--- src/rtl/noc_pkg.sv ---
// Shared NoC definitions used by the injection-side blocks.
//   FLIT_W    : flit width in bits
//   flit_t    : opaque flit type, stored and forwarded unmodified
//   INJ_DEPTH : number of words in each ROM traffic injector, shared by all
//               traffic sets (tornado/uniform) so they agree on burst length
package noc_pkg;

    localparam int FLIT_W    = 20;
    localparam int INJ_DEPTH = 30;

    typedef logic [FLIT_W-1:0] flit_t;

endpackage

--- src/rtl/sync_fifo_fwft.sv ---
// First-word-fall-through synchronous FIFO for flits.
//   clk, rst   : clock, synchronous active-high reset (pointers only)
//   wr_en      : write wr_data at the tail; caller guarantees space
//                (or a same-cycle read when full)
//   rd_en      : advance the head; caller guarantees not empty
//   rd_data    : head entry, valid whenever empty is low
//   full/empty : derived from wrap-bit pointers
//   occupancy  : entries stored, 0..DEPTH
module sync_fifo_fwft
    import noc_pkg::*;
#(
    parameter int DEPTH = 8
) (
    input  logic                     clk,
    input  logic                     rst,
    input  logic                     wr_en,
    input  flit_t                    wr_data,
    input  logic                     rd_en,
    output flit_t                    rd_data,
    output logic                     full,
    output logic                     empty,
    output logic [$clog2(DEPTH):0]   occupancy
);

    localparam int AW = $clog2(DEPTH);

    flit_t          mem [DEPTH];
    logic [AW:0]    wr_ptr;
    logic [AW:0]    rd_ptr;

    always_ff @(posedge clk) begin
        if (rst) begin
            wr_ptr <= '0;
            rd_ptr <= '0;
        end else begin
            if (wr_en) wr_ptr <= wr_ptr + (AW+1)'(1);
            if (rd_en) rd_ptr <= rd_ptr + (AW+1)'(1);
        end
    end

    // Contents are deliberately left uncleared on reset.
    always_ff @(posedge clk) begin
        if (wr_en && !rst) mem[wr_ptr[AW-1:0]] <= wr_data;
    end

    assign rd_data   = mem[rd_ptr[AW-1:0]];
    assign empty     = (wr_ptr == rd_ptr);
    assign full      = (wr_ptr[AW] != rd_ptr[AW]) && (wr_ptr[AW-1:0] == rd_ptr[AW-1:0]);
    // Modulo 2*DEPTH difference; the wrap bit makes DEPTH representable.
    assign occupancy = wr_ptr - rd_ptr;

endmodule

--- src/rtl/inj_flit_queue.sv ---
// Injection-side flit queue between a ROM traffic injector and the router
// local input port.
//   clk, rst      : clock, synchronous active-high reset
//   src_enable    : registered throttle to the injector enable
//   in_data/valid : flit stream from the injector, no backpressure
//   out_data/valid/ready : FWFT valid/ready handshake to the router
//   occupancy     : entries currently buffered
//   overflow      : sticky, set on any dropped flit
//   drop_cnt      : dropped flits, saturating at 255
//   acc_cnt       : flits written, wrapping
//   fwd_cnt       : flits handed to the router, wrapping
module inj_flit_queue
    import noc_pkg::*;
#(
    parameter int DEPTH = 8,
    parameter int SKID  = 2,
    parameter int CNT_W = 16
) (
    input  logic                     clk,
    input  logic                     rst,
    output logic                     src_enable,
    input  logic [FLIT_W-1:0]        in_data,
    input  logic                     in_valid,
    output logic [FLIT_W-1:0]        out_data,
    output logic                     out_valid,
    input  logic                     out_ready,
    output logic [$clog2(DEPTH):0]   occupancy,
    output logic                     overflow,
    output logic [7:0]               drop_cnt,
    output logic [CNT_W-1:0]         acc_cnt,
    output logic [CNT_W-1:0]         fwd_cnt
);

    localparam int OW = $clog2(DEPTH) + 1;

    logic           full;
    logic           empty;
    logic           push;
    logic           pop;
    logic           drop;
    logic [OW-1:0]  occ_next;
    logic [OW-1:0]  free_next;
    flit_t          head;

    sync_fifo_fwft #(.DEPTH(DEPTH)) u_fifo (
        .clk       (clk),
        .rst       (rst),
        .wr_en     (push),
        .wr_data   (in_data),
        .rd_en     (pop),
        .rd_data   (head),
        .full      (full),
        .empty     (empty),
        .occupancy (occupancy)
    );

    assign out_valid = !empty;
    assign out_data  = head;

    // A same-cycle pop frees the slot the incoming flit lands in, so a full
    // queue still accepts when the router drains it.
    assign pop  = out_valid && out_ready;
    assign push = in_valid && (!full || pop);
    assign drop = in_valid && full && !pop;

    assign occ_next  = occupancy + OW'(push) - OW'(pop);
    assign free_next = OW'(DEPTH) - occ_next;

    // Throttle looks at the post-edge occupancy; SKID slots absorb the flit
    // already in flight through the injector's output register.
    always_ff @(posedge clk) begin
        if (rst) begin
            src_enable <= 1'b0;
            overflow   <= 1'b0;
            drop_cnt   <= '0;
            acc_cnt    <= '0;
            fwd_cnt    <= '0;
        end else begin
            src_enable <= (free_next > OW'(SKID));
            if (push) acc_cnt <= acc_cnt + CNT_W'(1);
            if (pop)  fwd_cnt <= fwd_cnt + CNT_W'(1);
            if (drop) begin
                overflow <= 1'b1;
                if (drop_cnt != 8'hFF) drop_cnt <= drop_cnt + 8'd1;
            end
        end
    end

endmodule

--- config.mk ---
export PLATFORM = sky130hd
export DESIGN_NAME = inj_flit_queue
export DESIGN_NICKNAME = d
export VERILOG_FILES = /design/src/rtl/noc_pkg.sv /design/src/rtl/sync_fifo_fwft.sv /design/src/rtl/inj_flit_queue.sv
export SDC_FILE = /design/constraint.sdc
export NUM_CORES = 1
export LEC_CHECK = 0
export ABC_AREA = 0
export ABC_CLOCK_PERIOD_IN_PS = 9700
export CORE_MARGIN = 10
export CORE_UTILIZATION = 63
export CTS_BUF_LIST = sky130_fd_sc_hd__clkbuf_8
export CTS_CLUSTER_SIZE = 14
export DETAILED_ROUTE_END_ITERATION = 8
export PLACE_DENSITY = 0.87
export SYNTH_ARGS = -nofsm -noshare
export SYNTH_HDL_FRONTEND = slang
export SYNTH_HIERARCHICAL = 1
export SYNTH_SLANG_ARGS = --single-unit
--- constraint.sdc ---
create_clock -name clk -period 9.7 [get_ports clk]
set_input_delay 0.97 -clock clk [delete_from_list [all_inputs] [get_ports clk]]
set_output_delay 0.97 -clock clk [all_outputs]
set_load 0.005 [all_outputs]
**Yosys cells after proc, flatten, opt, wreduce, memory -nomap -nowiden**

Memories as Yosys holds them, arrays and structs flattened. A register that Yosys moved wholly into a read port is not among the register bits.
Cells that the tools add are included.
W data, S select, Z words.

- Register bits after elaboration: 50
- RAM bits: 160
- Input bits: 24
- Output and inout port bits: 67
- Memories: 1

- $add $sub $neg: 9
- $lt $le $gt $ge: 1
- Eq/ne operators: 4
- Mux-type cells: 4
- Reductions and logical operators: 12

Memory list:

| name | depth | bits a word | rd ports | clocked after Yosys merged registers in | write ports | RTL line | text |
|---|---|---|---|---|---|---|---|
| u_fifo.mem | 8 | 20 | 1 | 1 | 1 | sync_fifo_fwft.sv:27 | `flit_t mem [DEPTH];` |

Operators by type and width:

| operator | count |
|---|---|
| $add A16 B1 Y16 const B | 2 |
| $add A4 B1 Y4 const B | 2 |
| $add A8 B1 Y8 const B | 1 |
| $ne A8 B8 Y1 const B | 1 |
| $logic_and A1 B1 Y1 | 6 |
| $mux W3 | 2 |
| $add A4 B1 Y4 | 1 |
| $eq A4 B4 Y1 | 1 |
| $gt A4 B2 Y1 const B | 1 |
| $logic_not A1 Y1 | 4 |
| $sub A4 B1 Y4 | 1 |
| $sub A4 B4 Y4 | 1 |
| $sub A4 B4 Y4 const A | 1 |
| $eq A3 B3 Y1 | 1 |
| $mux W1 | 2 |
| $reduce_and A2 Y1 | 1 |
| $logic_or A1 B1 Y1 | 1 |
| $ne A1 B1 Y1 | 1 |

**Longest topological paths before layout**

Gate-level depths: netlist of the first run.

- Depth in word-level cells: 9
- Gate-level depth with buffers: 14
- Depth with buffers taken out: 13

**Cells and area by module**

Netlist of the first run, hierarchy kept.

Modules (own cells, without submodules):

| module | times used | cells each | area each (sq um) | sequential area each (sq um) |
|---|---|---|---|---|
| sync_fifo_fwft | 1 | 301 | 6746.5 | 5024.8 |
| inj_flit_queue | 1 | 229 | 2005.7 | 840.8 |

**Least setup slack after synthesis of the first run**

OpenSTA, ideal clock, no wires.

- Kind: register to register
- Start: register u_fifo.wr_ptr[0]
- End: memory u_fifo/mem[0][0] in the netlist's numbering (enable)
- Setup time: 448 ps
- Data arrival time: 4031 ps
- Required time: 9252 ps
- Slack: 5220 ps
- Cell stages (with the launch flop): 11
- Buffers on the path: 2
- Period minus slack after synthesis: 4480 ps
- Cell sequence: dfxtp_1 > inv_2 > ha_1 > nand3_1 > nor2_1 > nand2b_4 > buf_6 > a21boi_0 > clkbuf_1 > nand2_1 > nor4_1

- Word-level cells in the longest chain between the ends: 8
- Elaborated cells between the ends (all ways): 11
- Those cells by class: eq/ne (2); mux (2); reduce/logical (7)

RTL lines:

| item | RTL line | text |
|---|---|---|
| start: declaration | sync_fifo_fwft.sv:28 | `logic [AW:0] wr_ptr;` |
| start signal: assignment | sync_fifo_fwft.sv:36 | `if (wr_en) wr_ptr <= wr_ptr + (AW+1)'(1);` |
| $eq A4 B4 Y1 | sync_fifo_fwft.sv:47 | `assign empty = (wr_ptr == rd_ptr);` |
| via empty | inj_flit_queue.sv:37 | `logic empty;` |
| $logic_not A1 Y1 | inj_flit_queue.sv:57 | `assign out_valid = !empty;` |
| $logic_and A1 B1 Y1 | inj_flit_queue.sv:62 | `assign pop = out_valid && out_ready;` |
| $logic_or A1 B1 Y1 | inj_flit_queue.sv:63 | `assign push = in_valid && (!full \|\| pop);` |
| $logic_and A1 B1 Y1 | inj_flit_queue.sv:63 |  |
| via push | inj_flit_queue.sv:38 | `logic push;` |
| $logic_and A1 B1 Y1 | sync_fifo_fwft.sv:43 | `if (wr_en && !rst) mem[wr_ptr[AW-1:0]] <= wr_data;` |
| $mux W1 | sync_fifo_fwft.sv:43 |  |
| $mux W1 (not written as such) | sync_fifo_fwft.sv:43 |  |
| end: declaration | sync_fifo_fwft.sv:27 |  |

The timed path passes the listed nets, and every way through them passes these cells.

==> results.toml, run 1 <==
[die]
initial_core_util = 0.638
fp.dieArea_mm2 = 0.0190
rows = 43
die_width_um = 138
core_area_mm2 = 0.0137
die_height_um = 138
ioPinCount = 91

[final_layout]
instances_no_fill = 840
nets = 672
final-seq-area_mm2 = 0.00587
diodes = 0
syn_to_final_growth_pct = 20.0
drive_above_1_share = 0.132
num-fill-cells = 782
multiInputGateArea_mm2 = 0.00271

[synth]
synth_seq_cells = 213
ys_types = 42
syn_avg_cell_area_um2 = 16.5
seq_area_frac_synth = 0.670
synth-xor-area-share = 0.0280
synth.most_common_cell = "edfxtp_1"
synth.area.mux_share = 0.149
synth_warnings = 6
synth-compound-area-share = 0.0379
synth_edf_count = 160
ys.flop_type = "edfxtp_1"
synthSimpleGateAreaFrac = 0.0712
synth_cells = 530
syn_area_mm2 = 0.00875
synth.area.top_cells = "edfxtp_1, dfxtp_1, mux4_1"
ys_top_cells_by_count = "edfxtp_1, dfxtp_1, mux4_1, nor2_1, a21oi_1"
syn_nets = 566
synth_adder_area_share = 0.0189
yosysTopAreaCell = "edfxtp_1"
synth_top_family_by_area = "multiplexers"
synth_top_area_frac = 0.549
async_flop_share = 0

[power_and_ir_drop]
power_density_mw_per_mm2 = 190
power_frac_clock = 0.373
irDropWorstVdd_mv = 0.152
switching_power_uw = 434
leakage_nw = 3.49
internal_power_mw = 1.56
swShare = 0.218
power_frac_comb = 0.112
power_frac_seq = 0.515

[placed_design]
gp_congestion = 0.797
dp_cells = 783
hpwl_um = 11400
io_buffer_count = 90

[cts]
htree_levels = 1
clk_latency_ns = 0.53
tritoncts.num_buffers = 31
cts_tree = "done"
cts.repair_timing.setup_buffer_count = 0
path_clk_slew_ns = 0.07
cts_resized = 0
clock-sinks = 213
cts_root_buffer = "clkbuf_8"
holdBufCountCts = 0
clockBufferDepth = 3

[timing]
clock_skew_ns = 0.0102
max_freq_mhz = 244
tns_ns = 0
slew_violations = 0
hold_violations = 0
tightestPinTransition_ns = 1.30
rsz0062_at_grt = "false"
setup_violations = 0
slew-limit-headroom = 0.131
fin_crit_sh = 0.422
min_period_ns = 4.09

[setup_path]
crit_path_start_kind = "flip-flop"
path_class = "flip-flop to primary output"
cp-end-kind = "primary output"
crit_path_max_fanout = 40
worst_ep_required_time_ns = 8.73
crit_arrival_ns = 3.12

[route]
via_per_inst = 6.02
drtIter0Drc = 337
ant_nets = 0
first_pass_iters = 4
vias = 5058
wirelength_um = 18000
wl_per_cell_um = 21.5
drc = 0

[global_routing]
overflow = 0
grt_max_degree = 57
grtUsageTotal = 0.190
grt_antenna_before_repair = 0
grt_pass1_vias = 5173
grt_pass1_wl_um = 28300

[worst_hold_path]
hold_class = "flip-flop to flip-flop"

[flow_run]
maxCapViolCount = 0

[status]
status = "finished clean"
## power by group through the flow
| stage | registers (mW) | logic [mW] | clock network [mW] |
|---|---|---|---|
| after floorplan | 1.02 | 0.151 | 0 |
| after global placement | 1.05 | 0.214 | 0 |
| after detailed placement | 1.05 | 0.223 | 0 |
| after CTS | 1.03 | 0.226 | 0.755 |
| after global routing | 1.03 | 0.242 | 0.796 |
| final | 1.03 | 0.222 | 0.743 |
## area by class of cell
type,instances,area share
flip-flops and latches,213,0.559
multi-input cells,272,0.258
repair buffers,98,0.0910
clock buffers,37,0.0485
well taps,180,0.0214
clock inverters,20,0.0154
inverters,20,0.00715
## final timing paths
kind	from	endpoint	slack, ns	cells past startpoint
max	flip-flop	out_data[7]	5.61	3
min	overflow	overflow	0.46	2
max reg2reg	u_fifo/wr_ptr[2]	u_fifo/mem[7][9]	6.36	8
min reg2reg	overflow	overflow	0.46	2
## stage by stage
stage / worst slack (ns) / area, um^2 / util / hold WS (ns) / power, mW
after floorplan: 5.22 / 8750 / - / 0.442 / 1.17
after global placement: 6.08 / 9830 / 0.717 / 0.437 / 1.26
after detailed placement: 6.07 / 9830 / 0.717 / 0.446 / 1.27
after CTS: 5.52 / 10500 / 0.766 / 0.458 / 2.01
after global routing: 5.48 / 10500 / 0.766 / 0.482 / 2.07
final: 5.61 / 10500 / 0.766 / 0.456 / 1.99
## critical path: stages, from the launching register on
cell             delay (ns)
dfxtp_2                1.09
mux4_1                 0.70
mux2_2                 0.30
clkdlybuf4s50_1        0.47
## cell families (layout without fill, tap and decap cells)
| kind of cell | count (synthesis) | count (layout) |
|---|---|---|
| XOR/XNOR | 28 | 28 |
| AND/OR/NAND/NOR | 115 | 115 |
| adder cells (fa/ha/maj) | 12 | 12 |
| flip-flops | 213 | 213 |
| buffers and inverters | 45 | 175 |
| multiplexers | 63 | 63 |
| AO/OA/AOI/OAI | 54 | 54 |
## layout by cell type, fill, tap and decap left out, types with 4 or more instances in the layout
| cell | n |
|---|---|
| nor2_1 | 28 |
| xor2_1 | 13 |
| buf_4 | 8 |
| clkdlybuf4s50_1 | 89 |
| o31ai_1 | 13 |
| dfxtp_1 | 52 |
| edfxtp_1 | 160 |
| nand4_1 | 14 |
| nand2_1 | 18 |
| a21oi_1 | 24 |
| mux2_2 | 20 |
| clkbuf_8 | 37 |
| clkinv_2 | 6 |
| ha_1 | 10 |
| xnor2_1 | 15 |
| nor3_2 | 4 |
| mux4_1 | 40 |
| a211oi_1 | 4 |
| o21ai_0 | 6 |
| or4_1 | 13 |
| and4_1 | 4 |
| or3_1 | 6 |
| inv_1 | 28 |
| nand3_1 | 12 |
## registers in the layout (all words and copies together), names as in the netlist, named ones only
signal,flops
src_enable,1
u_fifo/wr_ptr,4
overflow,1
acc_cnt,16
u_fifo/mem,160
fwd_cnt,16
drop_cnt,8
u_fifo/rd_ptr,4
## routing by layer
layer | global-route usage | vias up | wire, um
met3 | 0.0540 | 15 | 1560
met2 | 0.314 | 189 | 9030
met1 | 0.247 | 2526 | 7300
met5 | 0 | - | 0
met4 | 0.0394 | 0 | 146
li1 | - | 2328 | -
Power figures use the tool's default switching activity.
==> run 2, diff against run 1 <==
--- a/config.mk
+++ b/config.mk
@@ -6,13 +6,13 @@
 export NUM_CORES = 1
 export LEC_CHECK = 0
 export ABC_AREA = 0
-export ABC_CLOCK_PERIOD_IN_PS = 9700
+export ABC_CLOCK_PERIOD_IN_PS = 3900
 export CORE_MARGIN = 10
-export CORE_UTILIZATION = 63
+export CORE_UTILIZATION = 59
 export CTS_BUF_LIST = sky130_fd_sc_hd__clkbuf_8
 export CTS_CLUSTER_SIZE = 14
 export DETAILED_ROUTE_END_ITERATION = 8
-export PLACE_DENSITY = 0.87
+export PLACE_DENSITY = 0.83
 export SYNTH_ARGS = -nofsm -noshare
 export SYNTH_HDL_FRONTEND = slang
 export SYNTH_HIERARCHICAL = 1
==> constraint.sdc (replaced) <==
create_clock -name clk -period 3.9 [get_ports clk]
set_input_delay 0.39 -clock clk [delete_from_list [all_inputs] [get_ports clk]]
set_output_delay 0.39 -clock clk [all_outputs]
set_load 0.005 [all_outputs]
==> run 2 against run 1 <==
  * Wire length decreased by 3.7%
  * Clock skew increased by 0.0092 ns
  * Die area increased by 5.8%
  * Hold slack got worse by 0.0019 ns
  * Sequential power increased by 150%
  * Register-to-register slack got worse by 5.7 ns
  * Worst setup slack got worse by 5.0 ns
==> results.toml, run 2 (synthesized netlist as in run 1, its figures left out) <==
[status]
status = "finished clean"

[setup_path]
worst_ep_required_time_ns = 3.51
worst-path-buf-inv = 2
crit_path_max_fanout = 23
path_class = "flip-flop to primary output"
crit_arrival_ns = 2.94
critPathMaxStageDelay_ns = 0.83
worstRegToRegCells = 12
crit_slowest_cell = "dfxtp_2"
r2r_slack_ns = 0.71
r2r-start = "u_fifo/wr_ptr[2]"
path_delay_family = "multiplexers"
cp-end-kind = "primary output"
crit_chain = "buf_12 > mux4_1 > mux2_2 > clkdlybuf4s50_1"
crit_path_start_kind = "flip-flop"
r2r-end = "src_enable"

[final_layout]
syn_to_final_growth_pct = 21.2
final_common_cell = "edfxtp_1"
final-seq-area_mm2 = 0.00587
diodes = 0
nets = 681
largest_register_ffs = 160
final_cell_mix = "edfxtp_1, clkdlybuf4s50_1, dfxtp_1, clkbuf_8, mux4_1"
num-fill-cells = 919
drive_above_1_share = 0.142
multiInputGateArea_mm2 = 0.00275
final_util = 0.730

[route]
drtIter0Drc = 271
wl_per_cell_um = 20.4
wirelength_um = 17400
drc = 0
via_per_inst = 5.91
first_pass_iters = 5
ant_nets = 0
vias = 5043

[cts]
cts.repair_timing.setup_buffer_count = 0
cts_resized = 0
cts_root_buffer = "clkbuf_8"
htree_levels = 2
path_clk_slew_ns = 0.06
clk_latency_ns = 0.49
clockBufferDepth = 3
cts_tree = "done"
tritoncts.num_buffers = 35
holdBufCountCts = 0
clock-sinks = 213

[power_and_ir_drop]
power_density_mw_per_mm2 = 466
leakage_nw = 3.50
irDropWorstVdd_mv = 0.254
finalPower_mw = 4.94

[global_routing]
grt_antenna_before_repair = 0
overflow = 0
grtUsageTotal = 0.172
grt_pass1_wl_um = 27700
grt-busiest-layer = "met2"
use_met3 = 0.0507
grt_pass1_vias = 5361
grt_max_degree = 56
grt_util_met1 = 0.211
met2_usage = 0.291

[die]
ioPinCount = 91
rows = 44
die_height_um = 142
die_width_um = 142
core_area_mm2 = 0.0145
fp.dieArea_mm2 = 0.0201
initial_core_util = 0.602

[placed_design]
io_buffer_count = 90
hpwl_um = 11000
gp_congestion = 0.807

[timing]
slew-limit-headroom = 0.223
slew_violations = 0
setup_violations = 0
min_period_ns = 3.33
fin_crit_sh = 0.854
tightestPinTransition_ns = 1.16
clock_skew_ns = 0.0193
rsz0062_at_grt = "false"
max_freq_mhz = 300
hold_violations = 0
timing.hold.ws_ns = 0.454
tns_ns = 0

[worst_hold_path]
hold_depth = 2
worstHoldStart = "overflow"
hold_class = "flip-flop to flip-flop"
hold_end = "overflow"

[flow_run]
maxCapViolCount = 0
run 2: where the power goes:
group          total, mW  switching (mW)  internal [mW]
combinational      0.584           0.231          0.353
sequential          2.54          0.0608           2.48
clock               1.82           0.818           1.01
total               4.94            1.11           3.83
run 2: per-layer routing:
| layer | wire length, um | part of all wire |
|---|---|---|
| met1 | 7230 | 0.42 |
| met2 | 8570 | 0.49 |
| met3 | 1280 | 0.073 |
| met4 | 306 | 0.018 |
| met5 | 0 | 0 |
run 2: layout make-up:
| class | count | area share |
|---|---|---|
| multi-input cells | 272 | 0.259 |
| repair buffers | 103 | 0.0960 |
| flip-flops and latches | 213 | 0.553 |
| well taps | 184 | 0.0217 |
| clock inverters | 21 | 0.0111 |
| clock buffers | 40 | 0.0519 |
| inverters | 20 | 0.00708 |
run 2: how the worst max path moves through the flow:
stage / startpoint / to / slack (ns) / cells past startpoint
CTS: flip-flop / out_data[0] / 0.53 / 4
global route: u_fifo/wr_ptr[2] / src_enable / 0.41 / 12
floorplan: u_fifo/wr_ptr[0] / u_fifo/mem[3][0] / -0.006 / 10
detailed placement: u_fifo/wr_ptr[2] / src_enable / 0.74 / 12
finish: flip-flop / out_data[0] / 0.57 / 4
global placement: u_fifo/wr_ptr[2] / src_enable / 0.87 / 12
run 2: per-stage QoR:
stage               cells  setup slack [ns]  area (um^2)
finish                853             0.568        10600
global route          853             0.406        10600
CTS                   853             0.529        10600
detailed placement    792             0.738         9940
global placement      792             0.870         9940
floorplan             530          -0.00557         8780
run 2: worst reg2reg max path: stages (launching register included):
cell,delay (ns)
dfxtp_1,0.64
ha_1,0.30
nand3_1,0.11
nor2b_1,0.51
a21boi_0,0.18
buf_4,0.22
fa_1,0.39
inv_1,0.08
ha_1,0.14
inv_1,0.04
ha_1,0.18
xnor2_1,0.17
a31oi_1,0.09
